### src/rtl/lsu_mem_master_pkg.sv
// ============================================================================
//  Module      : lsu_mem_master_pkg
//  Description : Shared op-field layout, region map, FSM states and strobe
//                helpers for the LSU memory master.
//  Revision    : 1.0 - initial release
// ============================================================================
`default_nettype none

package lsu_mem_master_pkg;

    localparam int c_op_size_lo = 0;
    localparam int c_op_uns_bit = 2;
    localparam int c_op_wr_bit  = 3;

    localparam logic [1:0] c_size_b = 2'd0;
    localparam logic [1:0] c_size_h = 2'd1;
    localparam logic [1:0] c_size_w = 2'd2;
    localparam logic [1:0] c_size_d = 2'd3;

    localparam logic [35:0] c_region_sram = 36'h8;
    localparam logic [35:0] c_region_axi  = 36'h9;

    typedef enum logic [1:0] {
        ST_IDLE = 2'd0,
        ST_REQ  = 2'd1,
        ST_WAIT = 2'd2
    } state_e;

    function automatic logic [7:0] size_wstrb(input logic [1:0] size);
        logic [7:0] strb;
        case (size)
            c_size_b: strb = 8'h01;
            c_size_h: strb = 8'h03;
            c_size_w: strb = 8'h0F;
            default:  strb = 8'hFF;
        endcase
        return strb;
    endfunction

    function automatic logic [63:0] size_mask(input logic [1:0] size);
        logic [63:0] mask;
        case (size)
            c_size_b: mask = 64'h0000_0000_0000_00FF;
            c_size_h: mask = 64'h0000_0000_0000_FFFF;
            c_size_w: mask = 64'h0000_0000_FFFF_FFFF;
            default:  mask = 64'hFFFF_FFFF_FFFF_FFFF;
        endcase
        return mask;
    endfunction

    function automatic logic region_ok(input logic [63:0] addr);
        return (addr[63:28] == c_region_sram) || (addr[63:28] == c_region_axi);
    endfunction

endpackage

`default_nettype wire

### src/rtl/lsu_load_extend.sv
// ============================================================================
//  Module      : lsu_load_extend
//  Description : Selects the low B/H/W/D bytes of read data and sign- or
//                zero-extends them to 64 bits.
//  Revision    : 1.0 - initial release
// ============================================================================
`default_nettype none

module lsu_load_extend
    import lsu_mem_master_pkg::*;
(
    input  logic [63:0] data_i,
    input  logic [1:0]  size_i,
    input  logic        uns_i,
    output logic [63:0] data_o
);

    logic [63:0] w_data;

    always_comb begin
        w_data = data_i;
        case (size_i)
            c_size_b: w_data = {{56{!uns_i && data_i[7]}},  data_i[7:0]};
            c_size_h: w_data = {{48{!uns_i && data_i[15]}}, data_i[15:0]};
            c_size_w: w_data = {{32{!uns_i && data_i[31]}}, data_i[31:0]};
            default:  w_data = data_i;
        endcase
    end

    assign data_o = w_data;

endmodule

`default_nettype wire

### src/rtl/lsu_mem_master.sv
// ============================================================================
//  Module      : lsu_mem_master
//  Description : Single-outstanding initiator bridging LSU load/store ops onto
//                the SoC mem request/response bus, with region check,
//                flush suppression and response timeout.
//  Revision    : 1.0 - initial release
// ============================================================================
`default_nettype none

module lsu_mem_master
    import lsu_mem_master_pkg::*;
#(
    parameter int TAG_W   = 5,
    parameter int TIMEOUT = 16
) (
    input  logic             CLK,
    input  logic             RSTn,
    input  logic             lsu_req_valid,
    output logic             lsu_req_ready,
    input  logic [3:0]       lsu_req_op,
    input  logic [63:0]      lsu_req_addr,
    input  logic [63:0]      lsu_req_data,
    input  logic [TAG_W-1:0] lsu_req_tag,
    input  logic             flush,
    output logic             lsu_rsp_valid,
    output logic [63:0]      lsu_rsp_data,
    output logic [TAG_W-1:0] lsu_rsp_tag,
    output logic             lsu_rsp_fault,
    output logic             mem_mstReq_valid,
    output logic [63:0]      mem_addr,
    output logic [63:0]      mem_data_w,
    output logic [7:0]       mem_wstrb,
    input  logic [63:0]      mem_data_r,
    input  logic             mem_slvRsp_valid
);

    localparam int             CNT_W      = $clog2(TIMEOUT);
    localparam logic [CNT_W-1:0] c_cnt_last = CNT_W'(TIMEOUT - 1);

    state_e             state_q, state_d;
    logic               rdy_en_q;
    logic [63:0]        addr_q, data_q;
    logic [3:0]         op_q;
    logic [TAG_W-1:0]   tag_q;
    logic [CNT_W-1:0]   cnt_q, cnt_d;
    logic               flush_pend_q, flush_pend_d;
    logic               rsp_valid_q, rsp_valid_d;
    logic               rsp_fault_q, rsp_fault_d;
    logic               rsp_illegal_q, rsp_illegal_d;
    logic [63:0]        rsp_data_q, rsp_data_d;
    logic [TAG_W-1:0]   rsp_tag_q, rsp_tag_d;

    logic               w_accept, w_legal, w_in_req, w_wr, w_uns, w_suppress, w_kill_illegal;
    logic [1:0]         w_size;
    logic [63:0]        w_load_data;

    assign w_accept   = lsu_req_valid && lsu_req_ready;
    assign w_legal    = region_ok(lsu_req_addr);
    assign w_in_req   = (state_q == ST_REQ);
    assign w_wr       = op_q[c_op_wr_bit];
    assign w_uns      = op_q[c_op_uns_bit];
    assign w_size     = op_q[c_op_size_lo +: 2];
    assign w_suppress = flush || flush_pend_q;

    lsu_load_extend u_load_extend (
        .data_i (mem_data_r),
        .size_i (w_size),
        .uns_i  (w_uns),
        .data_o (w_load_data)
    );

    always_comb begin
        state_d       = state_q;
        cnt_d         = cnt_q;
        flush_pend_d  = flush_pend_q;
        rsp_valid_d   = 1'b0;
        rsp_fault_d   = 1'b0;
        rsp_illegal_d = 1'b0;
        rsp_data_d    = rsp_data_q;
        rsp_tag_d     = rsp_tag_q;
        case (state_q)
            ST_IDLE: begin
                flush_pend_d = 1'b0;
                cnt_d        = '0;
                if (w_accept) begin
                    if (w_legal) begin
                        state_d = ST_REQ;
                    end else begin
                        rsp_valid_d   = 1'b1;
                        rsp_fault_d   = 1'b1;
                        rsp_illegal_d = 1'b1;
                        rsp_data_d    = '0;
                        rsp_tag_d     = lsu_req_tag;
                    end
                end
            end
            ST_REQ: begin
                if (flush) flush_pend_d = 1'b1;
                state_d = ST_WAIT;
            end
            ST_WAIT: begin
                if (flush) flush_pend_d = 1'b1;
                if (mem_slvRsp_valid) begin
                    state_d = ST_IDLE;
                    cnt_d   = '0;
                    if (!w_suppress) begin
                        rsp_valid_d = 1'b1;
                        rsp_data_d  = w_wr ? 64'd0 : w_load_data;
                        rsp_tag_d   = tag_q;
                    end
                end else if (cnt_q == c_cnt_last) begin
                    state_d = ST_IDLE;
                    cnt_d   = '0;
                    if (!w_suppress) begin
                        rsp_valid_d = 1'b1;
                        rsp_fault_d = 1'b1;
                        rsp_data_d  = '0;
                        rsp_tag_d   = tag_q;
                    end
                end else begin
                    cnt_d = cnt_q + CNT_W'(1);
                end
            end
            default: state_d = ST_IDLE;
        endcase
    end

    always_ff @(posedge CLK or negedge RSTn) begin
        if (!RSTn) begin
            state_q       <= ST_IDLE;
            rdy_en_q      <= 1'b0;
            cnt_q         <= '0;
            flush_pend_q  <= 1'b0;
            rsp_valid_q   <= 1'b0;
            rsp_fault_q   <= 1'b0;
            rsp_illegal_q <= 1'b0;
            rsp_data_q    <= '0;
            rsp_tag_q     <= '0;
        end else begin
            state_q       <= state_d;
            rdy_en_q      <= 1'b1;
            cnt_q         <= cnt_d;
            flush_pend_q  <= flush_pend_d;
            rsp_valid_q   <= rsp_valid_d;
            rsp_fault_q   <= rsp_fault_d;
            rsp_illegal_q <= rsp_illegal_d;
            rsp_data_q    <= rsp_data_d;
            rsp_tag_q     <= rsp_tag_d;
        end
    end

    always_ff @(posedge CLK or negedge RSTn) begin
        if (!RSTn) begin
            addr_q <= '0;
            data_q <= '0;
            op_q   <= '0;
            tag_q  <= '0;
        end else if (w_accept) begin
            addr_q <= lsu_req_addr;
            data_q <= lsu_req_data;
            op_q   <= lsu_req_op;
            tag_q  <= lsu_req_tag;
        end
    end

    // Region faults are issued straight from IDLE, so a flush arriving in
    // the issue cycle can only be honoured by masking the registered pulse.
    assign w_kill_illegal = rsp_illegal_q && flush;

    assign lsu_req_ready    = rdy_en_q && (state_q == ST_IDLE) && !flush;
    assign lsu_rsp_valid    = rsp_valid_q && !w_kill_illegal;
    assign lsu_rsp_fault    = rsp_fault_q && !w_kill_illegal;
    assign lsu_rsp_data     = rsp_data_q;
    assign lsu_rsp_tag      = rsp_tag_q;

    // Address and write fields must read zero outside REQ: SRAM decodes from
    // the address alone and would otherwise see spurious writes.
    assign mem_mstReq_valid = w_in_req;
    assign mem_addr         = w_in_req ? addr_q : 64'd0;
    assign mem_wstrb        = (w_in_req && w_wr) ? size_wstrb(w_size) : 8'h00;
    assign mem_data_w       = (w_in_req && w_wr) ? (data_q & size_mask(w_size)) : 64'd0;

endmodule

`default_nettype wire

### config.mk
export PLATFORM = sky130hd
export DESIGN_NAME = lsu_mem_master
export DESIGN_NICKNAME = d
export VERILOG_FILES = /design/src/rtl/lsu_mem_master_pkg.sv /design/src/rtl/lsu_load_extend.sv /design/src/rtl/lsu_mem_master.sv
export SDC_FILE = /design/constraint.sdc
export NUM_CORES = 1
export LEC_CHECK = 0
export BUFFER_PORTS_ARGS = -buffer_cell sky130_fd_sc_hd__buf_2
export CAP_MARGIN = 20
export CORE_AREA = 3 3 160 162
export CTS_BUF_LIST = sky130_fd_sc_hd__clkbuf_8
export DETAILED_ROUTE_END_ITERATION = 10
export DIE_AREA = 0 0 163 165
export PLACE_DENSITY = 0.7
export SLEW_MARGIN = 10
export SYNTH_ARGS = -nofsm -noshare
export SYNTH_HDL_FRONTEND = slang
export SYNTH_SLANG_ARGS = --single-unit
### constraint.sdc
create_clock -name CLK -period 2.1 [get_ports CLK]
set_input_delay 0.21 -clock CLK [delete_from_list [all_inputs] [get_ports CLK]]
set_output_delay 0.21 -clock CLK [all_outputs]
set_load 0.02 [all_outputs]
# After elaboration in Yosys (flattened, before gate mapping)
# Index checks and enable logic that the tools add are counted.
[totals]
ff_bits = 217
word_cells = 91
rom_bits = 0
memories = 0
out_inout_bits = 209
in_bits = 206
latch_bits = 0
ramBits = 0
[op_classes]
shifts = 0
bitwise_logic = 1
muxes = 39
reduce_logical = 24
eq_ne = 13
n_mul = 0
n_div = 0
addsub = 1
magnitude_cmp = 0
[ops]
columns = ["operator", "n"]
rows = [
  ["64-bit 2-to-1 mux", 9],
  ["64-bit case mux with 3 select lines", 2],
  ["64-bit case mux with 2 select lines", 1],
  ["36-bit by 4-bit equality test with 1-bit output, second input constant", 2],
  ["64-bit AND", 1],
  ["5-bit 2-to-1 mux", 5],
  ["8-bit case mux with 3 select lines", 1],
  ["1-bit logical AND", 10],
  ["5-bit case mux with 2 select lines", 1],
  ["1-bit 2-to-1 mux", 8],
  ["2-bit 2-to-1 mux", 4],
  ["4-bit 2-to-1 mux", 2],
  ["8-bit 2-to-1 mux", 1],
  ["2-bit inequality test, second input constant", 4],
  ["4-bit case mux with 2 select lines", 1],
  ["1-bit case mux with 2 select lines", 3],
  ["2-bit case mux with 3 select lines", 1],
  ["5-bit AND reduction", 1],
  ["4-bit by 1-bit adder with 4-bit output, second input constant", 1],
  ["2-bit by 1-bit equality test with 1-bit output, second input constant", 2],
  ["2-bit equality test, second input constant", 2],
  ["4-bit equality test, second input constant", 1],
  ["2-bit zero test", 2],
  ["4-bit AND reduction", 1],
  ["8 further kinds", 12],
]

# Depth between registers and ports, before layout
# Gate-level depths: netlist of run 1.
[logic_depth]
word_depth = 7
mapped_depth = 9
mapped_depth_nobuf = 7

# By module
# Synthesis of run 1 repeated with hierarchy kept, for this count alone.
[unflattened]
cells_unflattened = 828
area_unflattened_um2 = 10038.4
[modules_own_cells]
columns = ["mod", "instances", "cells_per_inst", "seq_area_each_um2", "area_per_inst_um2"]
rows = [
  ["lsu_mem_master", 1, 678, 5430.2, 9185.1],
  ["lsu_load_extend", 1, 150, 0.0, 853.3],
]

# Worst setup path before layout of run 1
# No wires, ideal clock.
[synth_timing]
kind = "register to output"
start = "register state_q[1]"
end = "output mem_wstrb[5]"
stages_incl_launch_ff = 7
required_ns = 1.890
setup_slack_ns = -0.029
arrival_time_ns = 1.919
path_buffers = 2
cell_sequence = "dfrtp_1 -> inv_1 -> ha_1 -> and3_1 -> clkbuf_1 -> and2_1 -> buf_4"
[synth_via]
elab_chain_len = 3
[synth_lines]
columns = ["element", "line", "text"]
rows = [
  ["start: declaration", "lsu_mem_master.sv:40", "state_e state_q, state_d;"],
  ["start signal: assignment", "lsu_mem_master.sv:140", "state_q <= state_d;"],
  ["2-bit by 1-bit equality test with 1-bit output", "lsu_mem_master.sv:59", "assign w_in_req = (state_q == ST_REQ);"],
  ["net mem_mstReq_valid", "lsu_mem_master.sv:29", "output logic mem_mstReq_valid,"],
  ["1-bit logical AND", "lsu_mem_master.sv:180", "assign mem_wstrb = (w_in_req && w_wr) ? size_wstrb(w_size) : 8'h00;"],
  ["8-bit 2-to-1 mux", "lsu_mem_master.sv:180", ""],
  ["end: declaration", "lsu_mem_master.sv:32", "output logic [7:0] mem_wstrb,"],
]
# The timed path passes the listed nets, and every way through them passes these cells.

# Worst setup path after layout of run 1
[layout_timing]
start = "register state_q[1]"
end = "output mem_data_w[35]"
[layout_via]
elab_chain_len = 3
[layout_lines]
columns = ["element", "line", "text"]
rows = [
  ["2-bit by 1-bit equality test with 1-bit output", "lsu_mem_master.sv:59", ""],
  ["1-bit logical AND", "lsu_mem_master.sv:181", "assign mem_data_w = (w_in_req && w_wr) ? (data_q & size_mask(w_size)) : 64'd0;"],
  ["64-bit 2-to-1 mux", "lsu_mem_master.sv:181", ""],
  ["end: declaration", "lsu_mem_master.sv:31", "output logic [63:0] mem_data_w,"],
]
# No other way between the ends.

==> results of run 1 <==
## through the flow
| stage | instances | area (sq um) | setup slack (ns) | utilization (%) |
|---|---|---|---|---|
| floorplan | 765 | 9492 | 0.03723 | - |
| global placement | 1484 | 12180 | 0.04450 | 50.22 |
| detailed placement | 1484 | 12180 | 0.04072 | 50.22 |
| CTS | 1754 | 15350 | -0.1086 | 63.31 |
| global route | 1762 | 16010 | -0.1609 | 66.01 |
| finish | 1762 | 16010 | -0.08981 | 66.01 |
## tightest hold or removal path: cells and delay by family
| family | cells | cell delay [ns] |
|---|---|---|
| buffers and inverters | 1 | 0.10 |
| AOI/OAI and AO/OA | 2 | 0.19 |
## repair_timing
item | CTS | global route
setup buffers | 6 | 10
endpoints found under the setup margin | 135 | 203
gates cloned | 4 | 10
hold endpoints to repair | 265 | 0
resized for setup | 113 | 100
hold buffers | 193 | 0
pin swaps | 2 | 21
## cell usage after synthesis (3+ instances only)
| master | instances | area [sq um] |
|---|---|---|
| buf_4 | 6 | 45.04 |
| nand2_1 | 20 | 75.07 |
| and2_1 | 90 | 563.0 |
| a21oi_1 | 16 | 80.08 |
| nor2b_1 | 3 | 18.77 |
| nor4_1 | 8 | 50.05 |
| ha_1 | 5 | 62.56 |
| clkbuf_1 | 39 | 146.4 |
| o21ai_0 | 28 | 140.1 |
| and3_1 | 41 | 256.5 |
| buf_2 | 11 | 55.05 |
| inv_1 | 4 | 15.01 |
| nand4_1 | 3 | 18.77 |
| mux2_2 | 139 | 1565 |
| nor2_1 | 37 | 138.9 |
| mux2i_1 | 6 | 60.06 |
| dfrtp_1 | 217 | 5430 |
| o2bb2ai_1 | 48 | 420.4 |
| a22o_1 | 17 | 148.9 |
## per-layer routing
metal / global-route usage [%] / share of wire, %
met4: 11.03 / 4.4
met2: 44.52 / 51
met3: 6.346 / 8.1
met5: 0 / 0.035
met1: 28.38 / 36
## cells by family (layout without fill, tap and decap cells)
family,Yosys count,after routing,synth area share (%)
mux,145,145,17.13
compound gates,115,115,8.820
fa+ha+maj,5,5,0.6592
buf+inv,63,734,2.953
flops,217,217,57.22
simple gates,219,220,13.18
other cells,1,2,0.03951
## worst max-delay path by stage
stage / start / to / slack, ns
floorplan: state_q[0] / lsu_rsp_data[10] / 0.04
global placement: lsu_req_addr[33] / lsu_rsp_tag[3] / 0.04
detailed placement: state_q[0] / lsu_rsp_data[46] / 0.04
CTS: state_q[1] / mem_data_w[47] / -0.11
global route: state_q[1] / mem_data_w[35] / -0.16
finish: state_q[1] / mem_data_w[35] / -0.09
## state kept, by name (all words and copies together) (netlist names)
signal / cells
flush_pend_q: 1
cnt_q: 4
rdy_en_q: 1
rsp_fault_q: 1
lsu_rsp_data: 64
rsp_valid_q: 1
data_q: 64
tag_q: 5
lsu_rsp_tag: 5
addr_q: 64
op_q: 4
rsp_illegal_q: 1
state_q: 2
## power by group
part	internal (mW)	switching (mW)
Sequential	4.79	0.347
Clock	2.19	1.79
Combinational	0.997	0.822
Total	7.97	2.96
## final cells by class
| class | instances | area (sq um) | area share (%) |
|---|---|---|---|
| flip-flops and latches | 217 | 5433 | 33.94 |
| repair buffers | 662 | 5141 | 32.12 |
| multi-input cells | 486 | 4230 | 26.43 |
| clock buffers | 48 | 660.6 | 4.127 |
| well taps | 324 | 405.4 | 2.533 |
| clock inverters | 20 | 116.4 | 0.7270 |
| inverters | 4 | 17.52 | 0.1094 |
| diodes | 1 | 2.502 | 0.01563 |
==> summary.md, run 1 <==
| Metric | Value |
|---|---|
| Clock buffer depth | 3 |
| Yosys cell types | 39 |
| Fin Setup TNS | -1.873 ns |
| Static leakage | 8.005 nW |
| Initial Util | 39.14% |
| Worst-Skew Late Latency | 0.53 ns |
| Share of cells above drive strength 1 | 51.36% |
| CP top delay family | simple AND/OR/NAND/NOR gates |
| Area grow syn2layout | 68.66% |
| Overflow after GRT | 0 |
| Total clock sinks | 217 |
| Worst Skew | 0.02270 ns |
| Inserted Clock Buffers | 40 |
| DIE AREA | 26900 sq um |
| DRT Wirelength | 37600 um |
| Final worst slack | -0.08981 ns |
| Total stage count of the critical path | 6 |
| TritonRoute pass-1 iters | 7 |
| Post-route antenna net violation count | 0 |
| CTS Root Cell | clkbuf_8 |
| Reg-to-Reg End | lsu_rsp_data[23] |
| Seq/Total Area, Yosys | 57.22% |
| Reg-to-Reg Start | state_q[1] |
| CP peak stage delay | 0.39 ns |
| Final setup fails | 58 |
| R2r setup slk | 0.02 ns |
| Outcome | complete, but fails checks |
| Die width | 163 um |
| Final Total Pwr | 10.93 mW |
| Maximum clock rate | 456.7 MHz |
| Leading cell types in the layout, fill and taps excluded | 344 x buf_2, 215 x dfrtp_1, 192 x dlygate4sd3_1 |
| Ys flop type | dfrtp_1 |
| Post-synthesis cell count | 765 |
| Worst-path clk slew | 0.06 ns |
| Global-route wire length before repair | 52780 um |
| Crit path time final | 2.190 ns |
| RSZ-0062 raised after global routing | yes |
| HP Class | in2reg |
| Crit end category | primary output |
| Initial antenna violation count | 2 |
| Nets | 1622 |
| Drc violations | 0 |
| Worst Path Buf+Inv | 3 |
| Worst VDD drop | 0.6201 mV |
| Core ar. | 24250 sq um |
| Post-Syn Nets | 976 |
| Worst hold path depth | 3 |
| Critical path launch point type | flip-flop |
| Commonest non-fill, non-tap cell in the layout | buf_2 |
| Final hold slack | 0.02292 ns |
| Max Cap Viol | 0 |
| Worst-Margin Slew | 0.6649 ns |
| Ys Warns | 0 |
| Worst path cell trace | inv_2, ha_4, and3_4, buf_12, and3_1, buf_4 |
| I/O pins | 415 |
| Vias | 9037 |
| Final Max Tran Viols | 0 |
| Final hold viol count | 0 |
| Failing checks | negative setup slack |
| Largest net degree at the start of global routing | 78 |
| Vert. Die Dim | 165 um |
| DR iter-0 viols | 562 |
| H-tree lvl count | 2 |
| CTS tree | yes |
| CP arrival | 1.98 ns |
| GPL Wtd Cong | 0.7757 |
| Cell Rows | 57 |
| Worst min-delay path startpoint | mem_data_r[22] |
| Netlist Area Pre-Place | 9490 sq um |
| Gr usage total | 25.01% |
| PortBufs | 414 |
| Mean routed wirelength per cell | 21.34 um |
| EDFF count, synth | 0 |
| Crit path max-delay cell type | dfrtp_1 |
| Yosys reg bits | 217 |
| Period utilization | 104.3% |
| CP Data Required Time | 1.89 ns |
| Critical path class | reg2out |
| Fill cell count | 1662 |
| Avg Cell Area, Syn | 12.41 sq um |
| Vias per cell | 5.129 |
| Critical-path maximum fanout | 25 |
| PD cells | 683.0 nW/um^2 |
| Asr flop ratio synth | 100.0% |
| Estimated wirelength of the detail-placed design | 21340 um |
| Vias in the first global route | 9539 |
| Worst r2r path cells | 9 |
| Hold Path End | lsu_rsp_data[22] |
| Slew margin rel. | 55.68% |
Power figures use the tool's default switching activity.
==> run 2: changes to the inputs <==
--- a/config.mk
+++ b/config.mk
@@ -5,13 +5,14 @@
 export SDC_FILE = /design/constraint.sdc
 export NUM_CORES = 1
 export LEC_CHECK = 0
+export ABC_AREA = 1
 export BUFFER_PORTS_ARGS = -buffer_cell sky130_fd_sc_hd__buf_2
 export CAP_MARGIN = 20
-export CORE_AREA = 3 3 160 162
+export CORE_AREA = 3 3 159 161
 export CTS_BUF_LIST = sky130_fd_sc_hd__clkbuf_8
 export DETAILED_ROUTE_END_ITERATION = 10
-export DIE_AREA = 0 0 163 165
-export PLACE_DENSITY = 0.7
+export DIE_AREA = 0 0 162 164
+export PLACE_DENSITY = 0.8
 export SLEW_MARGIN = 10
 export SYNTH_ARGS = -nofsm -noshare
 export SYNTH_HDL_FRONTEND = slang
==> summary.md, run 2 <==
| Metric | Value |
|---|---|
| Outcome | complete, but fails checks |
| Failing checks | negative setup slack |
| Gr usage total | 26.64% |
| Vert. Die Dim | 164 um |
| Vias per cell | 5.167 |
| I/O pins | 415 |
| HP Class | in2reg |
| EDFF count, synth | 0 |
| Synth area leader | dfrtp_1 |
| Commonest non-fill, non-tap cell in the layout | nand2_1 |
| H-tree lvl count | 2 |
| Global-route wire length before repair | 57810 um |
| Worst path cell trace | inv_2, ha_4, nand2_8, clkbuf_16, nor2_2, buf_6 |
| Initial Util | 43.04% |
| Final hold viol count | 0 |
| Worst hold path depth | 5 |
| Final Total Pwr | 10.97 mW |
| Largest net degree at the start of global routing | 107 |
| Final setup fails | 7 |
| Crit end category | primary output |
| Share of cells above drive strength 1 | 28.96% |
| Share of the synthesized area in the top cell type | 52.34% |
| Initial antenna violation count | 2 |
| Drc violations | 0 |
| Area grow syn2layout | 52.86% |
| Reg-to-Reg Start | state_q[0] |
| Crit path time final | 2.153 ns |
| Core ar. | 24110 sq um |
| Avg Cell Area, Syn | 7.291 sq um |
| Hold Path End | lsu_rsp_data[43] |
| Post-Syn Nets | 1634 |
| Utilization after layout | 65.79% |
| Final worst slack | -0.05348 ns |
| Maximum clock rate | 464.4 MHz |
| Clock buffer depth | 3 |
| Critical-path maximum fanout | 15 |
| Post-route antenna net violation count | 0 |
| Fin Setup TNS | -0.1505 ns |
| Inserted Clock Buffers | 39 |
| Seq/Total Area, Yosys | 52.34% |
| DIE AREA | 26570 sq um |
| Worst VDD drop | 0.5309 mV |
| Post-synthesis cell count | 1423 |
| Nets | 2188 |
| Worst-path clk slew | 0.06 ns |
| CP peak stage delay | 0.40 ns |
| Vias in the first global route | 11690 |
| CP Data Required Time | 1.89 ns |
| Reg-to-Reg End | lsu_rsp_data[57] |
| Critical path launch point type | flip-flop |
| Leading cell types in the layout, fill and taps excluded | 689 x nand2_1, 354 x buf_2, 216 x dfrtp_1 |
| Worst-Skew Late Latency | 0.52 ns |
| Post-synth top cells | 691 x nand2_1, 217 x dfrtp_1, 152 x nor2_1, 106 x inv_1, 72 x nand3_1 |
| Ys Warns | 0 |
| Clk pwr share | 40.9% |
| PortBufs | 414 |
| Fill cell count | 1786 |
| PD cells | 691.8 nW/um^2 |
| Total clock sinks | 217 |
| Max Cap Viol | 0 |
| Logic pwr share | 14.3% |
| GPL Wtd Cong | 0.8753 |
| RSZ-0062 raised after global routing | yes |
| Worst min-delay path startpoint | mem_data_r[43] |
| Worst-Margin Slew | 0.5282 ns |
| Estimated wirelength of the detail-placed design | 22010 um |
| Cell Rows | 57 |
| CP top delay family | buffers and inverters |
| DP Cell Count | 2101 |
| Final hold slack | 0.05413 ns |
| DR iter-0 viols | 1310 |
| Ys flop type | dfrtp_1 |
| Crit path max-delay cell type | dfrtp_1 |
| Non-filler cells, final | 2332 |
| Switching Fraction | 27.76% |
| Ranking of synthesized cells by area | dfrtp_1 52%, nand2_1 25%, nor2_1 5.5% |
| DP Worst Slack | 0.1557 ns |
| Worst Path Buf+Inv | 3 |
| Dpl cell area | 12830 sq um |
| CTS Root Cell | clkbuf_8 |
| Count leader, synth | nand2_1 |
| Yosys cell types | 25 |
| Sequential share of power | 44.8% |
| CP arrival | 1.94 ns |
| Worst r2r path cells | 9 |
| Slew margin rel. | 64.79% |
| Final Max Tran Viols | 0 |
| Period utilization | 102.5% |
| DRT Wirelength | 40310 um |
| TritonRoute pass-1 iters | 6 |
| R2r setup slk | 0.09 ns |
| Pint | 7.926 mW |
| Critical path class | reg2out |
| Post-route cell area | 15860 sq um |
| Overflow after GRT | 0 |
| Die width | 162 um |
| Static leakage | 9.332 nW |
| Worst Skew | 0.01756 ns |
| Vias | 12050 |
| Sw Pwr | 3.045 mW |
| Mean routed wirelength per cell | 17.28 um |
| Yosys reg bits | 217 |
| CTS tree | yes |
| Netlist Area Pre-Place | 10370 sq um |
| Asr flop ratio synth | 100.0% |
-- run 2: changes by cell type after synthesis, sizes merged, moves of 69 or more --
cell   before  now
nor2       37  156
inv         4  107
nand3       3   72
nand2      20  693
and2       90    0
mux2      139    0
-- run 2: worst min-delay path: stages --
cell	delay (ns)
buf_2	0.08
nor2_1	0.03
nor2_1	0.09
nand3_1	0.07
nand2_1	0.06
-- run 2: area by class of cell --
| type | instances | area, sq um | share of cell area (%) |
|---|---|---|---|
| inverters | 107 | 404.1 | 2.548 |
| clock buffers | 53 | 729.5 | 4.600 |
| flip-flops and latches | 217 | 5431 | 34.25 |
| diodes | 2 | 5.005 | 0.03156 |
| well taps | 324 | 405.4 | 2.556 |
| clock inverters | 17 | 157.7 | 0.9941 |
| repair buffers | 603 | 4404 | 27.77 |
| multi-input cells | 1009 | 4322 | 27.25 |
-- run 2: cells by family (layout without fill, tap and decap cells) --
kind of cell	after synthesis	after routing	share of synthesized area, %
AO/OA/AOI/OAI	52	52	2.629
buffers and inverters	197	780	7.827
other	1	3	0.03614
flip-flops	217	217	52.34
adder cells (fa/ha/maj)	5	5	0.6030
XOR/XNOR	2	2	0.1689
AND/OR/NAND/NOR	949	949	36.40
-- run 2: routing by layer --
metal	GRT usage [%]	part of all wire (%)
met1	31.29	36
met2	45.43	48
met3	6.507	10
met4	13.84	5.2
met5	0	0
-- run 2: how the worst max path moves through the flow --
stage / slack [ns] / from / depth (start not counted) / endpoint
finish: -0.05 / state_q[1] / 6 / mem_data_w[36]
global route: -0.13 / state_q[1] / 6 / mem_data_w[36]
CTS: -0.006 / state_q[1] / 6 / mem_wstrb[6]
detailed placement: 0.16 / state_q[0] / 11 / lsu_rsp_data[9]
global placement: 0.22 / state_q[0] / 9 / op_q[1]
floorplan: 0.004 / state_q[1] / 7 / mem_wstrb[3]
-- run 2: power by group through the flow --
stage / Clock (mW) / Combinational [mW] / Sequential (mW)
after floorplan: 0 / 0.681 / 4.88
after global placement: 0 / 1.17 / 4.92
after detailed placement: 0 / 1.21 / 4.93
after CTS: 4.55 / 1.44 / 4.88
after global routing: 4.76 / 1.73 / 4.95
final: 4.49 / 1.57 / 4.91
-- run 2: repair_timing --
item / in CTS / in global routing
cloned: 0 / 6
gates resized for setup: 22 / 132
endpoints found under the hold margin: 207 / 0
hold buffers: 147 / 0
buffers inserted: 0 / 6
pin swaps: 0 / 2
setup endpoints to repair: 137 / 251
